`config.mk`:
```
export PLATFORM = sky130hd
export DESIGN_NAME = pwm_spi_expander
export DESIGN_NICKNAME = d
export VERILOG_FILES = /design/src/rtl/pwm_spi_expander.sv
export SDC_FILE = /design/constraint.sdc
export NUM_CORES = 1
export LEC_CHECK = 0
export BUFFER_PORTS_ARGS = -buffer_cell sky130_fd_sc_hd__buf_2
export CAP_MARGIN = 0
export CORE_ASPECT_RATIO = 1.5
export CORE_MARGIN = 2
export CORE_UTILIZATION = 63
export DETAILED_ROUTE_END_ITERATION = 8
export GPL_ROUTABILITY_DRIVEN = 1
export PLACE_DENSITY = 0.8
export SETUP_SLACK_MARGIN = 0.5
export SLEW_MARGIN = 20
export SYNTH_ARGS = -nofsm -noshare
export SYNTH_HDL_FRONTEND = slang
export SYNTH_SLANG_ARGS = --single-unit
```
`constraint.sdc`:
```
create_clock -name MainCLK -period 2.7 [get_ports MainCLK]
set_input_delay 0.27 -clock MainCLK [delete_from_list [all_inputs] [get_ports MainCLK]]
set_output_delay 0.27 -clock MainCLK [all_outputs]
set_load 0.005 [all_outputs]
```
`src/rtl/pwm_spi_expander.sv`:
```
// SPI-slave (mode 0) PWM IO expander: per-channel duty/prescale/control registers
// written over an oversampled SPI link, NUM_CH shadowed glitch-free PWM outputs.
module pwm_spi_expander #(
  parameter int unsigned NUM_CH        = 8,
  parameter int unsigned PWM_BITS      = 8,
  parameter int unsigned PRESCALE_BITS = 8,
  parameter int unsigned SYNC_STAGES   = 2
) (
  input  logic              MainCLK,
  input  logic              RST,
  input  logic              CS,
  input  logic              SCLK,
  input  logic              MOSI,
  output logic              MISO,
  output logic [NUM_CH-1:0] PWM_OUT,
  output logic [3:0]        OnBoardLEDS
);

  typedef enum logic [1:0] {S_IDLE, S_CMD, S_DATA, S_DONE} state_t;

  logic [SYNC_STAGES-1:0] sclk_sync_q, cs_sync_q, mosi_sync_q;
  logic sclk_prev_q, cs_prev_q;
  logic sclk_s, cs_s, mosi_s;
  logic sclk_rise, sclk_fall, cs_rise, cs_fall;

  state_t      state_q, state_d;
  logic [2:0]  bitcnt_q, bitcnt_d;
  logic [6:0]  rx_q, rx_d;
  logic [7:0]  tx_q, tx_d;
  logic [6:0]  addr_q, addr_d;
  logic        rw_q, rw_d;
  logic        wr_en, abort;
  logic [6:0]  cmd_addr;
  logic [7:0]  rd_data, wr_data;

  logic                     en_q, inv_q, err_q, hb_q;
  logic [7:0]               prescale_q;
  logic [PWM_BITS-1:0]      shadow_q [NUM_CH];
  logic [PWM_BITS-1:0]      active_q [NUM_CH];
  logic [PRESCALE_BITS-1:0] presc_cnt_q, presc_lim_q, presc_load;
  logic [PWM_BITS-1:0]      cnt_q;
  logic                     tick, wrap;
  logic [NUM_CH-1:0]        pwm_q;

  // CS chain idles high so the CS-active LED reads 0 straight out of reset.
  always_ff @(posedge MainCLK) begin
    if (RST) begin
      sclk_sync_q <= '0;
      cs_sync_q   <= '1;
      mosi_sync_q <= '0;
      sclk_prev_q <= 1'b0;
      cs_prev_q   <= 1'b1;
    end else begin
      sclk_sync_q <= {sclk_sync_q[SYNC_STAGES-2:0], SCLK};
      cs_sync_q   <= {cs_sync_q[SYNC_STAGES-2:0], CS};
      mosi_sync_q <= {mosi_sync_q[SYNC_STAGES-2:0], MOSI};
      sclk_prev_q <= sclk_s;
      cs_prev_q   <= cs_s;
    end
  end

  assign sclk_s    = sclk_sync_q[SYNC_STAGES-1];
  assign cs_s      = cs_sync_q[SYNC_STAGES-1];
  assign mosi_s    = mosi_sync_q[SYNC_STAGES-1];
  assign sclk_rise = sclk_s & ~sclk_prev_q;
  assign sclk_fall = ~sclk_s & sclk_prev_q;
  assign cs_rise   = cs_s & ~cs_prev_q;
  assign cs_fall   = ~cs_s & cs_prev_q;

  assign cmd_addr = {rx_q[5:0], mosi_s};
  assign wr_data  = {rx_q, mosi_s};

  always_comb begin
    rd_data = '0;
    case (cmd_addr)
      7'h00:   rd_data = {6'b0, inv_q, en_q};
      7'h01:   rd_data = prescale_q;
      7'h02:   rd_data = 8'hA5;
      7'h03:   rd_data = 8'(NUM_CH);
      default: begin
        for (int unsigned n = 0; n < NUM_CH; n++)
          if (cmd_addr == 7'(16 + n)) rd_data = 8'(shadow_q[n]);
      end
    endcase
  end

  // The falling edge right after the 8th rising edge precedes the host's first
  // data sample, so TX only shifts once a data bit has been clocked in.
  always_comb begin
    state_d  = state_q;
    bitcnt_d = bitcnt_q;
    rx_d     = rx_q;
    tx_d     = tx_q;
    addr_d   = addr_q;
    rw_d     = rw_q;
    wr_en    = 1'b0;
    abort    = 1'b0;
    case (state_q)
      S_IDLE: begin
        if (cs_fall) begin
          state_d  = S_CMD;
          bitcnt_d = '0;
        end
      end
      S_CMD: begin
        if (cs_rise) begin
          abort   = 1'b1;
          state_d = S_IDLE;
        end else if (sclk_rise) begin
          rx_d     = {rx_q[5:0], mosi_s};
          bitcnt_d = bitcnt_q + 3'd1;
          if (bitcnt_q == 3'd7) begin
            state_d = S_DATA;
            rw_d    = rx_q[6];
            addr_d  = cmd_addr;
            tx_d    = rx_q[6] ? rd_data : '0;
          end
        end
      end
      S_DATA: begin
        if (cs_rise) begin
          abort   = 1'b1;
          state_d = S_IDLE;
        end else if (sclk_rise) begin
          rx_d     = {rx_q[5:0], mosi_s};
          bitcnt_d = bitcnt_q + 3'd1;
          if (bitcnt_q == 3'd7) begin
            state_d = S_DONE;
            wr_en   = ~rw_q;
          end
        end else if (sclk_fall && bitcnt_q != 3'd0) begin
          tx_d = {tx_q[6:0], 1'b0};
        end
      end
      S_DONE: begin
        if (cs_rise) state_d = S_IDLE;
      end
      default: state_d = S_IDLE;
    endcase
  end

  always_ff @(posedge MainCLK) begin
    if (RST) begin
      state_q  <= S_IDLE;
      bitcnt_q <= '0;
      rx_q     <= '0;
      tx_q     <= '0;
      addr_q   <= '0;
      rw_q     <= 1'b0;
    end else begin
      state_q  <= state_d;
      bitcnt_q <= bitcnt_d;
      rx_q     <= rx_d;
      tx_q     <= tx_d;
      addr_q   <= addr_d;
      rw_q     <= rw_d;
    end
  end

  always_ff @(posedge MainCLK) begin
    if (RST) begin
      en_q       <= 1'b0;
      inv_q      <= 1'b0;
      err_q      <= 1'b0;
      prescale_q <= '0;
      for (int unsigned n = 0; n < NUM_CH; n++) shadow_q[n] <= '0;
    end else begin
      if (abort) err_q <= 1'b1;
      if (wr_en) begin
        case (addr_q)
          7'h00: begin
            en_q  <= wr_data[0];
            inv_q <= wr_data[1];
            if (wr_data[7]) err_q <= 1'b0;
          end
          7'h01:   prescale_q <= wr_data;
          default: begin
            for (int unsigned n = 0; n < NUM_CH; n++)
              if (addr_q == 7'(16 + n)) shadow_q[n] <= wr_data[PWM_BITS-1:0];
          end
        endcase
      end
    end
  end

  assign presc_load = PRESCALE_BITS'(prescale_q);
  assign tick       = (presc_cnt_q == presc_lim_q);
  assign wrap       = tick && (cnt_q == '1);

  // Prescale limit is only re-latched at a tick so a PRESCALE write never
  // truncates the count in progress; while disabled active duty tracks shadow.
  always_ff @(posedge MainCLK) begin
    if (RST) begin
      presc_cnt_q <= '0;
      presc_lim_q <= '0;
      cnt_q       <= '0;
      hb_q        <= 1'b0;
      for (int unsigned n = 0; n < NUM_CH; n++) active_q[n] <= '0;
    end else if (!en_q) begin
      presc_cnt_q <= '0;
      presc_lim_q <= presc_load;
      cnt_q       <= '0;
      active_q    <= shadow_q;
    end else if (tick) begin
      presc_cnt_q <= '0;
      presc_lim_q <= presc_load;
      cnt_q       <= cnt_q + PWM_BITS'(1);
      if (wrap) begin
        hb_q     <= ~hb_q;
        active_q <= shadow_q;
      end
    end else begin
      presc_cnt_q <= presc_cnt_q + PRESCALE_BITS'(1);
    end
  end

  always_ff @(posedge MainCLK) begin
    if (RST) begin
      pwm_q <= '0;
    end else begin
      for (int unsigned n = 0; n < NUM_CH; n++)
        pwm_q[n] <= (en_q & (cnt_q < active_q[n])) ^ (inv_q & en_q);
    end
  end

  assign PWM_OUT     = pwm_q;
  assign MISO        = (state_q == S_DATA) & tx_q[7];
  assign OnBoardLEDS = {~cs_s, hb_q, err_q, en_q};

endmodule

```
Yosys cells after proc, flatten, opt, wreduce, memory -nomap -nowiden
Cells that the tools add are included.

word-level totals
  register bits = 208
  input port bits = 5
  output and inout bits = 13
  word-level logic and storage cells = 194

cells by class
  $add $sub $neg = 3
  $lt $le $gt $ge = 8
  equality and inequality tests = 42
  mux-type cells = 45
  bitwise logic cells = 31
  reductions and logical operators = 29

operator list
  operator                                                                number
  64-bit two-way mux                                                      3
  8-bit two-way mux                                                       17
  7-bit by 5-bit equality test with 1-bit output (second input constant)  16
  8-bit < comparator                                                      8
  8-bit case mux with 4 select lines                                      1
  3-bit AND reduction                                                     10
  2-bit inequality test (second input constant)                           9
  8-bit by 1-bit adder with 8-bit output (second input constant)          2
  2-bit two-way mux                                                       8
  8-bit case mux with 2 select lines                                      1
  1-bit bitwise AND                                                       14
  7-bit by 1-bit equality test with 1-bit output (second input constant)  2
  7-bit by 2-bit equality test with 1-bit output (second input constant)  2
  7-bit zero test                                                         2
  3-bit inequality test (second input constant)                           4
  1-bit two-way mux                                                       10
  3-bit two-way mux                                                       3
  1-bit inverter                                                          9
  8-bit equality test                                                     1
  8-bit equality test (second input constant)                             1
  2-bit case mux with 4 select lines                                      1
  4-bit AND reduction                                                     2
  1-bit XOR                                                               8
  7-bit AND reduction                                                     1
  other kinds (14)                                                        23

Logic depth before layout (Yosys ltp)
Gate-level depths: netlist (run 1).

  depth in word-level cells = 15
  gate-level depth with buffers = 8
  mapped depth without buffers = 7

Least setup slack after synthesis (run 1)
No wires, ideal clock.

  kind = register to register
  from = register rx_q[4]
  to = register tx_q[2]
  library setup time = 0.091 ns
  data arrival time = 1.995 ns
  required time = 2.609 ns
  setup slack = 0.614 ns
  stages on the path, launching flop included = 8
  buffers on the path = 2
  period minus slack after synthesis = 2.086 ns
  path through = dfxtp_1 > buf_6 > or4b_4 > buf_6 > or3_4 > o22a_1 > a31o_1 > a311oi_1

between the ends
  cells in the longest elaborated chain, start to end = 15
  elaborated cells on any way between the ends = 26
  those cells by class = eq/ne (11); mux (14); reduce/logical (1)

RTL lines
  item                                            RTL line  text
  start, declared                                 28        logic [6:0] rx_q, rx_d;
  start signal, assigned                          153       rx_q <= rx_d;
  7-bit by 5-bit equality test with 1-bit output  82        if (cmd_addr == 7'(16 + n)) rd_data = 8'(shadow_q[n]);
  8-bit two-way mux (8 in series)                 82
  8-bit case mux with 4 select lines *            75        case (cmd_addr)
  8-bit two-way mux *                             116       tx_d = rx_q[6] ? rd_data : '0;
  8-bit two-way mux *                             112       if (bitcnt_q == 3'd7) begin
  8-bit two-way mux *                             109       end else if (sclk_rise) begin
  8-bit two-way mux *                             106       if (cs_rise) begin
  8-bit case mux with 2 select lines *            98        case (state_q)
  end signal, assigned                            154       tx_q <= tx_d;
  end, declared                                   29        logic [7:0] tx_q, tx_d;

Mark *: on every way between the ends. The rest lies on a longest branch, timed or not. The select of a mux whose other input is x is not followed.
A chain may end at the register's enable or synchronous reset.

Worst setup path after layout (run 1)
  from = register bitcnt_q[0]
  to = register shadow_q[12] (netlist name)

between the ends
  cells in the longest elaborated chain, start to end = 6

RTL lines
  item                           RTL line  text
  start, declared                27        logic [2:0] bitcnt_q, bitcnt_d;
  start signal, assigned         152       bitcnt_q <= bitcnt_d;
  3-bit equality test            127       if (bitcnt_q == 3'd7) begin
  1-bit two-way mux              127
  1-bit two-way mux              124       end else if (sclk_rise) begin
  1-bit two-way mux              121       if (cs_rise) begin
  1-bit two-way mux              98
  3-bit AND reduction (no line)  -
  end signal, assigned by index  179       if (addr_q == 7'(16 + n)) shadow_q[n] <= wr_data[PWM_BITS-1:0];
  end, declared                  38        logic [PWM_BITS-1:0] shadow_q [NUM_CH];

Every way passes these cells.

==> run_results.csv, run 1 <==
group,metric,value,unit
synth,synth_edf_count,0,
clock_network,cts.path.max_buffers,3,
synth,yosysTopAreaCell,"dfxtp_1",
synth,ys_ff_latch,208,
synth,synth_area,10500,µm²
synth,netlist_top_cells_area,"dfxtp_1, mux2i_1, nand2b_1, ha_1, nor2_1",
place,portBuffers,17,
clock_network,root_buffer,"clkbuf_16",
synth,synth-seq-area-share,0.396,
global_route,grt.total_usage,0.292,
sta,rsz0062_at_grt,"true",
sta,setup_viol_count_final,0,
die,core-area,16300,µm²
clock_network,htree_num_levels,1,
synth,synth.distinct_cells,66,
hold_path,whs_endpoint,"presc_load[5]$_SDFFE_PP0P_",
pwr,p_per_area,535,nW/µm²
drt,drc,0,
die,die_w,109,µm
drt,avgRoutedWirePerCell,18.7,µm
pwr,p_sw_frac,0.224,
clock_network,clk_latency,0.49,ns
place,placed_area,10800,µm²
pwr,p_int,4770,µW
setup_path,cp.arrival,2.60,ns
synth,ys.flop_type,"dfxtp_1",
die,die_h,162,µm
hold_path,whs_path_depth,2,
setup_path,r2r-end,"shadow_q[12]$_SDFFE_PP0P_",
setup_path,cp-start-kind,"flop",
place,gp_congestion,0.993,
pwr,switching_power,1380,µW
sta,fin_crit_sh,0.814,
hold_path,hp-start,"RST",
pwr,ir_drop,0.737,mV
setup_path,regToRegSetupSlack,0.50,ns
sta,max_slew.worst_pin.slew,0.646,ns
setup_path,reg2reg_depth,7,
synth,synth_top_area_frac,0.396,
final_layout,nNetsFinal,1201,
final_layout,stdcell_area,11500,µm²
sta,worst_clock_skew,0.0101,ns
synth,ys_top_cells_by_count,"dfxtp_1, mux2i_1, nand2b_1",
synth,yosysMostFrequentCell,"dfxtp_1",
clock_network,clk_pin_slew_worst_paths,0.06,ns
die,start_util,0.646,
place,hpwl,18.0,mm
sta,hold_viol_final,0,
sta,slew_viol_final,0,
die,rows,57,
drt,drt-initial-drc-count,537,
run,max_cap_viol_count,0,
synth,async_flop_share,0,
clock_network,numClockSinks,208,
synth,syn_nets,1200,
global_route,antenna_found_initial,0,
drt,firstDrtPassIters,5,
global_route,grt_pass1_wl,40.7,mm
sta,final.setup.tns,0,ns
sta,min_period,2.20,ns
setup_path,r2r-start,"bitcnt_q[0]$_SDFFE_PP0P_",
clock_network,cts_tree,"built",
pwr,clkPwrFrac,0.452,
drt,ant_nets,0,
pwr,p_leak,0.00449,µW
global_route,grt-ovfl-total,0,
drt,routed_wl,25.2,mm
pwr,pwr-share-seq,0.506,
sta,max_slew_margin,0.568,
global_route,grt_pass1_vias,7919,
pwr,combinationalPowerShare,0.041,
global_route,grt_start_max_net_pins,89,
final_layout,diodes,0,
clock_network,cts_made_buffers,21,
setup_path,path_max_fanout,8,
synth,synth_area_per_cell,9.31,µm²
die,die_area,17800,µm²
sta,timing.hold.ws,0.281,ns
setup_path,crit_type,"reg2reg",
sta,timing.fmax,455,MHz
final_layout,drive_gt1_frac,0.0962,
die,ioPinCount,18,
setup_path,required,3.10,ns
outcome,run_status,"completed",
drt,vias,8057,
final_layout,areaGrowthSynthToFinish,9.52,%
hold_path,hold_path.class,"in2reg",
synth,synthCells,1129,
drt,vias_per_cell,5.97,
setup_path,end_kind,"flop",
synth,ys_warn_count,0,
-- worst max-delay path, stage by stage (launching register included) --
cell and delay [ns]:
dfxtp_1 0.32, ha_1 0.20, ha_1 0.16, and3b_1 0.22, and4_1 0.24, and3_1 0.22
nand2_1 0.46, mux2i_1 0.28
-- cells by family after synthesis --
| logic type | synth area share |
|---|---|
| fa+ha+maj | 0.0786 |
| buf+inv | 0.0540 |
| mux | 0.163 |
| simple gates | 0.189 |
| flops | 0.396 |
| compound gates | 0.103 |
| xor+xnor | 0.0158 |
-- repair_timing --
action / 4_1_cts / 5_1_grt
pin swaps: 0 / 2
endpoints found under the hold margin: 3 / 0
gates resized for setup: 2 / 14
endpoints found under the setup margin: 6 / 91
buffers inserted: 0 / 3
hold buffers: 3 / 0
-- how the worst max path moves through the flow --
| stage | start | to | slack (ns) | cells after the start |
|---|---|---|---|---|
| detailed placement | bitcnt_q[1]$_SDFFE_PP0P_ | tx_q[5]$_SDFFE_PP0P_ | 0.42 | 7 |
| global route | bitcnt_q[0]$_SDFFE_PP0P_ | shadow_q[12]$_SDFFE_PP0P_ | 0.42 | 7 |
| finish | bitcnt_q[0]$_SDFFE_PP0P_ | shadow_q[12]$_SDFFE_PP0P_ | 0.50 | 7 |
| global placement | bitcnt_q[0]$_SDFFE_PP0P_ | tx_q[5]$_SDFFE_PP0P_ | 0.49 | 7 |
| CTS | bitcnt_q[0]$_SDFFE_PP0P_ | shadow_q[12]$_SDFFE_PP0P_ | 0.50 | 7 |
| floorplan | rx_q[4]$_SDFFE_PP0P_ | tx_q[2]$_SDFFE_PP0P_ | 0.61 | 7 |
-- cells in the final DEF (no fill, tap or decap), types with 11 or more instances in the layout --
| master | n |
|---|---|
| a211oi_1 | 17 |
| a21o_1 | 11 |
| a21oi_1 | 47 |
| buf_2 | 16 |
| buf_4 | 27 |
| clkbuf_16 | 21 |
| dfxtp_1 | 201 |
| ha_1 | 66 |
| inv_1 | 70 |
| mux2i_1 | 168 |
| nand2_1 | 25 |
| nand2b_1 | 151 |
| nand3_1 | 21 |
| nor2_1 | 74 |
| nor2b_1 | 15 |
| o21ai_0 | 39 |
| or2_2 | 11 |
| xnor2_1 | 13 |
-- metrics by stage --
| step | power (µW) | utilization | setup slack (ns) | cells |
|---|---|---|---|---|
| after floorplan | 3370 | - | 0.614 | 1129 |
| after global placement | 3420 | 0.662 | 0.491 | 1307 |
| after detailed placement | 3430 | 0.662 | 0.415 | 1307 |
| after CTS | 6180 | 0.705 | 0.505 | 1347 |
| after global routing | 6340 | 0.708 | 0.417 | 1350 |
| final | 6150 | 0.708 | 0.504 | 1350 |
-- power by group through the flow --
stage	clock network (µW)	registers, µW	logic, µW
5_1_grt	2950	3120	278
4_1_cts	2820	3120	248
6_report	2780	3120	253
2_1_floorplan	0	3180	192
3_3_place_gp	0	3180	238
3_5_place_dp	0	3190	242
-- area by class of cell --
cell class                 count  area [µm²]
multi-input combinational    780        5810
fill                        1266        4750
sequential                   208        4170
clock buffer                  26         554
timing repair buffer          49         355
inverter                      70         263
tap                          206         258
clock inverter                11        95.1
-- registers in the layout, indices dropped and copies added (netlist names) --
signal / count
hb_q: 1
cs_prev_q: 1
mosi_sync_q: 2
sclk_sync_q: 2
rx_q: 7
state_q: 2
presc_lim_q: 8
inv_q: 1
bitcnt_q: 3
en_q: 1
shadow_q: 64
rw_q: 1
cnt_q: 8
presc_cnt_q: 8
sclk_prev_q: 1
cs_sync_q: 2
PWM_OUT: 8
presc_load: 8
active_q: 64
tx_q: 8
err_q: 1
addr_q: 7
-- per-layer routing --
metal	track usage	part of all wire	vias up
met5	0	0	-
met4	0.131	0.046	0
met3	0.0361	0.042	73
met2	0.508	0.50	243
met1	0.356	0.41	3826
li1	-	-	3915
Note: power is estimated with default switching activity, not from simulation.
==> run 2, diff against run 1 <==
==> constraint.sdc (replaced) <==
create_clock -name MainCLK -period 2.1 [get_ports MainCLK]
set_input_delay 0.21 -clock MainCLK [delete_from_list [all_inputs] [get_ports MainCLK]]
set_output_delay 0.21 -clock MainCLK [all_outputs]
set_load 0.005 [all_outputs]
==> run_results.csv, run 2 (synthesized netlist as in run 1, its figures left out) <==
group,metric,value,unit
sta,setup_viol_count_final,0,
final_layout,areaGrowthSynthToFinish,28.4,%
die,ioPinCount,18,
clock_network,cts_tree,"built",
place,hpwl,18.9,mm
hold_path,hold_path.class,"in2reg",
sta,worst_clock_skew,0.0151,ns
drt,drc,0,
global_route,antenna_found_initial,0,
setup_path,max_stage_delay,0.58,ns
final_layout,mostFrequentLayoutCells,"dfxtp_1, mux2i_1, nand2b_1",
drt,drt-initial-drc-count,736,
setup_path,slowest_stage,"or4b_4",
drt,vias_per_cell,6.37,
clock_network,htree_num_levels,1,
die,die_area,17800,µm²
drt,firstDrtPassIters,5,
clock_network,clk_latency,0.51,ns
pwr,p_per_area,613,nW/µm²
setup_path,cp_cell_sequence,"or4b_4, or3_4, o22a_1, a31o_1, a311oi_2",
final_layout,nNetsFinal,1303,
final_layout,fin_cells,1449,
die,start_util,0.646,
clock_network,clk_pin_slew_worst_paths,0.06,ns
sta,timing.hold.ws,0.233,ns
final_layout,reg.largest.list,"active_q: 64 flops, shadow_q: 64 flops",
sta,max_slew_margin,0.535,
clock_network,cts_made_buffers,20,
sta,rsz0062_at_grt,"true",
place,placed_area,11100,µm²
global_route,grt-ovfl-total,0,
sta,max_slew.worst_pin.slew,0.698,ns
sta,slew_viol_final,0,
final_layout,drive_gt1_frac,0.265,
die,die_h,162,µm
drt,vias,9227,
sta,timing.fmax,497,MHz
place,gp_congestion,0.933,
place,dp.cells,1328,
setup_path,end_kind,"flop",
sta,hold_viol_final,0,
clock_network,numClockSinks,208,
clock_network,root_buffer,"clkbuf_16",
setup_path,cp.arrival,2.42,ns
final_layout,final_common_cell,"dfxtp_1",
global_route,grt.total_usage,0.359,
setup_path,cp-start-kind,"flop",
place,portBuffers,17,
setup_path,path_max_fanout,6,
setup_path,critPathTopFamily,"simple AND/OR/NAND/NOR gates",
sta,final.setup.tns,0,ns
drt,wl_met2,16.6,mm
setup_path,required,2.51,ns
drt,wl_met3,2.52,mm
drt,ant_nets,0,
final_layout,diodes,0,
global_route,grt_start_max_net_pins,64,
setup_path,path_buf_inv,0,
drt,avgRoutedWirePerCell,23.9,µm
die,die_w,109,µm
drt,wl_met1,12.3,mm
run,max_cap_viol_count,0,
sta,min_period,2.01,ns
die,rows,57,
drt,dr.max_layer_used,"met4",
pwr,ir_drop,0.702,mV
final_layout,finish.utilization,0.830,
die,core-area,16300,µm²
outcome,run_status,"completed",
setup_path,crit_type,"reg2reg",
clock_network,cts.path.max_buffers,3,
global_route,grt_pass1_wl,49.0,mm
sta,fin_crit_sh,0.959,
global_route,grt_pass1_vias,9064,
pwr,p_leak,0.00519,µW
final_layout,stdcell_area,13500,µm²
drt,routed_wl,34.6,mm
-- run 2: cell types whose count changed in the layout (fill, tap and decap cells not counted), sizes merged --
cell	before	now
clkinvlp	3	1
bufinv	1	2
nand3	21	22
clkbuf	26	29
buf	46	148
clkinv	6	1
inv	71	70
-- run 2: what timing repair did --
item | in CTS | in global routing
pin swaps | 23 | 40
hold buffers | 3 | 0
setup buffers | 52 | 23
setup endpoints to repair | 184 | 189
resized for setup | 130 | 87
gates cloned | 9 | 1
endpoints found under the hold margin | 3 | 0
-- run 2: where the power goes --
part | internal (µW) | leakage [µW] | total, µW | switching [µW]
Combinational | 224 | 0.00316 | 485 | 261
Sequential | 3970 | 0.00170 | 3990 | 28.4
Clock | 2240 | 0.000331 | 3790 | 1550
-- run 2: final timing paths --
check	cells after the start	slack, ns	endpoint	startpoint
max	5	0.09	tx_q[7]$_SDFFE_PP0P_	rx_q[4]$_SDFFE_PP0P_
min	2	0.23	rx_q[3]$_SDFFE_PP0P_	RST
max reg2reg	5	0.09	tx_q[7]$_SDFFE_PP0P_	rx_q[4]$_SDFFE_PP0P_
min reg2reg	1	0.42	cs_sync_q[1]$_SDFF_PP1_	cs_sync_q[0]$_SDFF_PP1_
-- run 2: per-layer routing --
metal | GRT usage | up-vias
met3 | 0.0590 | 228
li1 | - | 4137
met2 | 0.630 | 488
met5 | 0 | -
met4 | 0.208 | 0
met1 | 0.402 | 4374
-- run 2: cell type report --
cell class	count	area, µm²
clock buffer	29	606
clock inverter	4	72.6
fill	885	2770
inverter	70	270
multi-input combinational	781	6500
sequential	208	4240
tap	206	258
timing repair buffer	151	1550
-- run 2: per-stage QoR --
stage | setup slack (ns) | power [µW]
final | 0.0862 | 8270
after global routing | 0.00386 | 8460
after CTS | 0.100 | 8200
after detailed placement | 0.0634 | 4430
after global placement | 0.0941 | 4430
after floorplan | 0.0379 | 4350
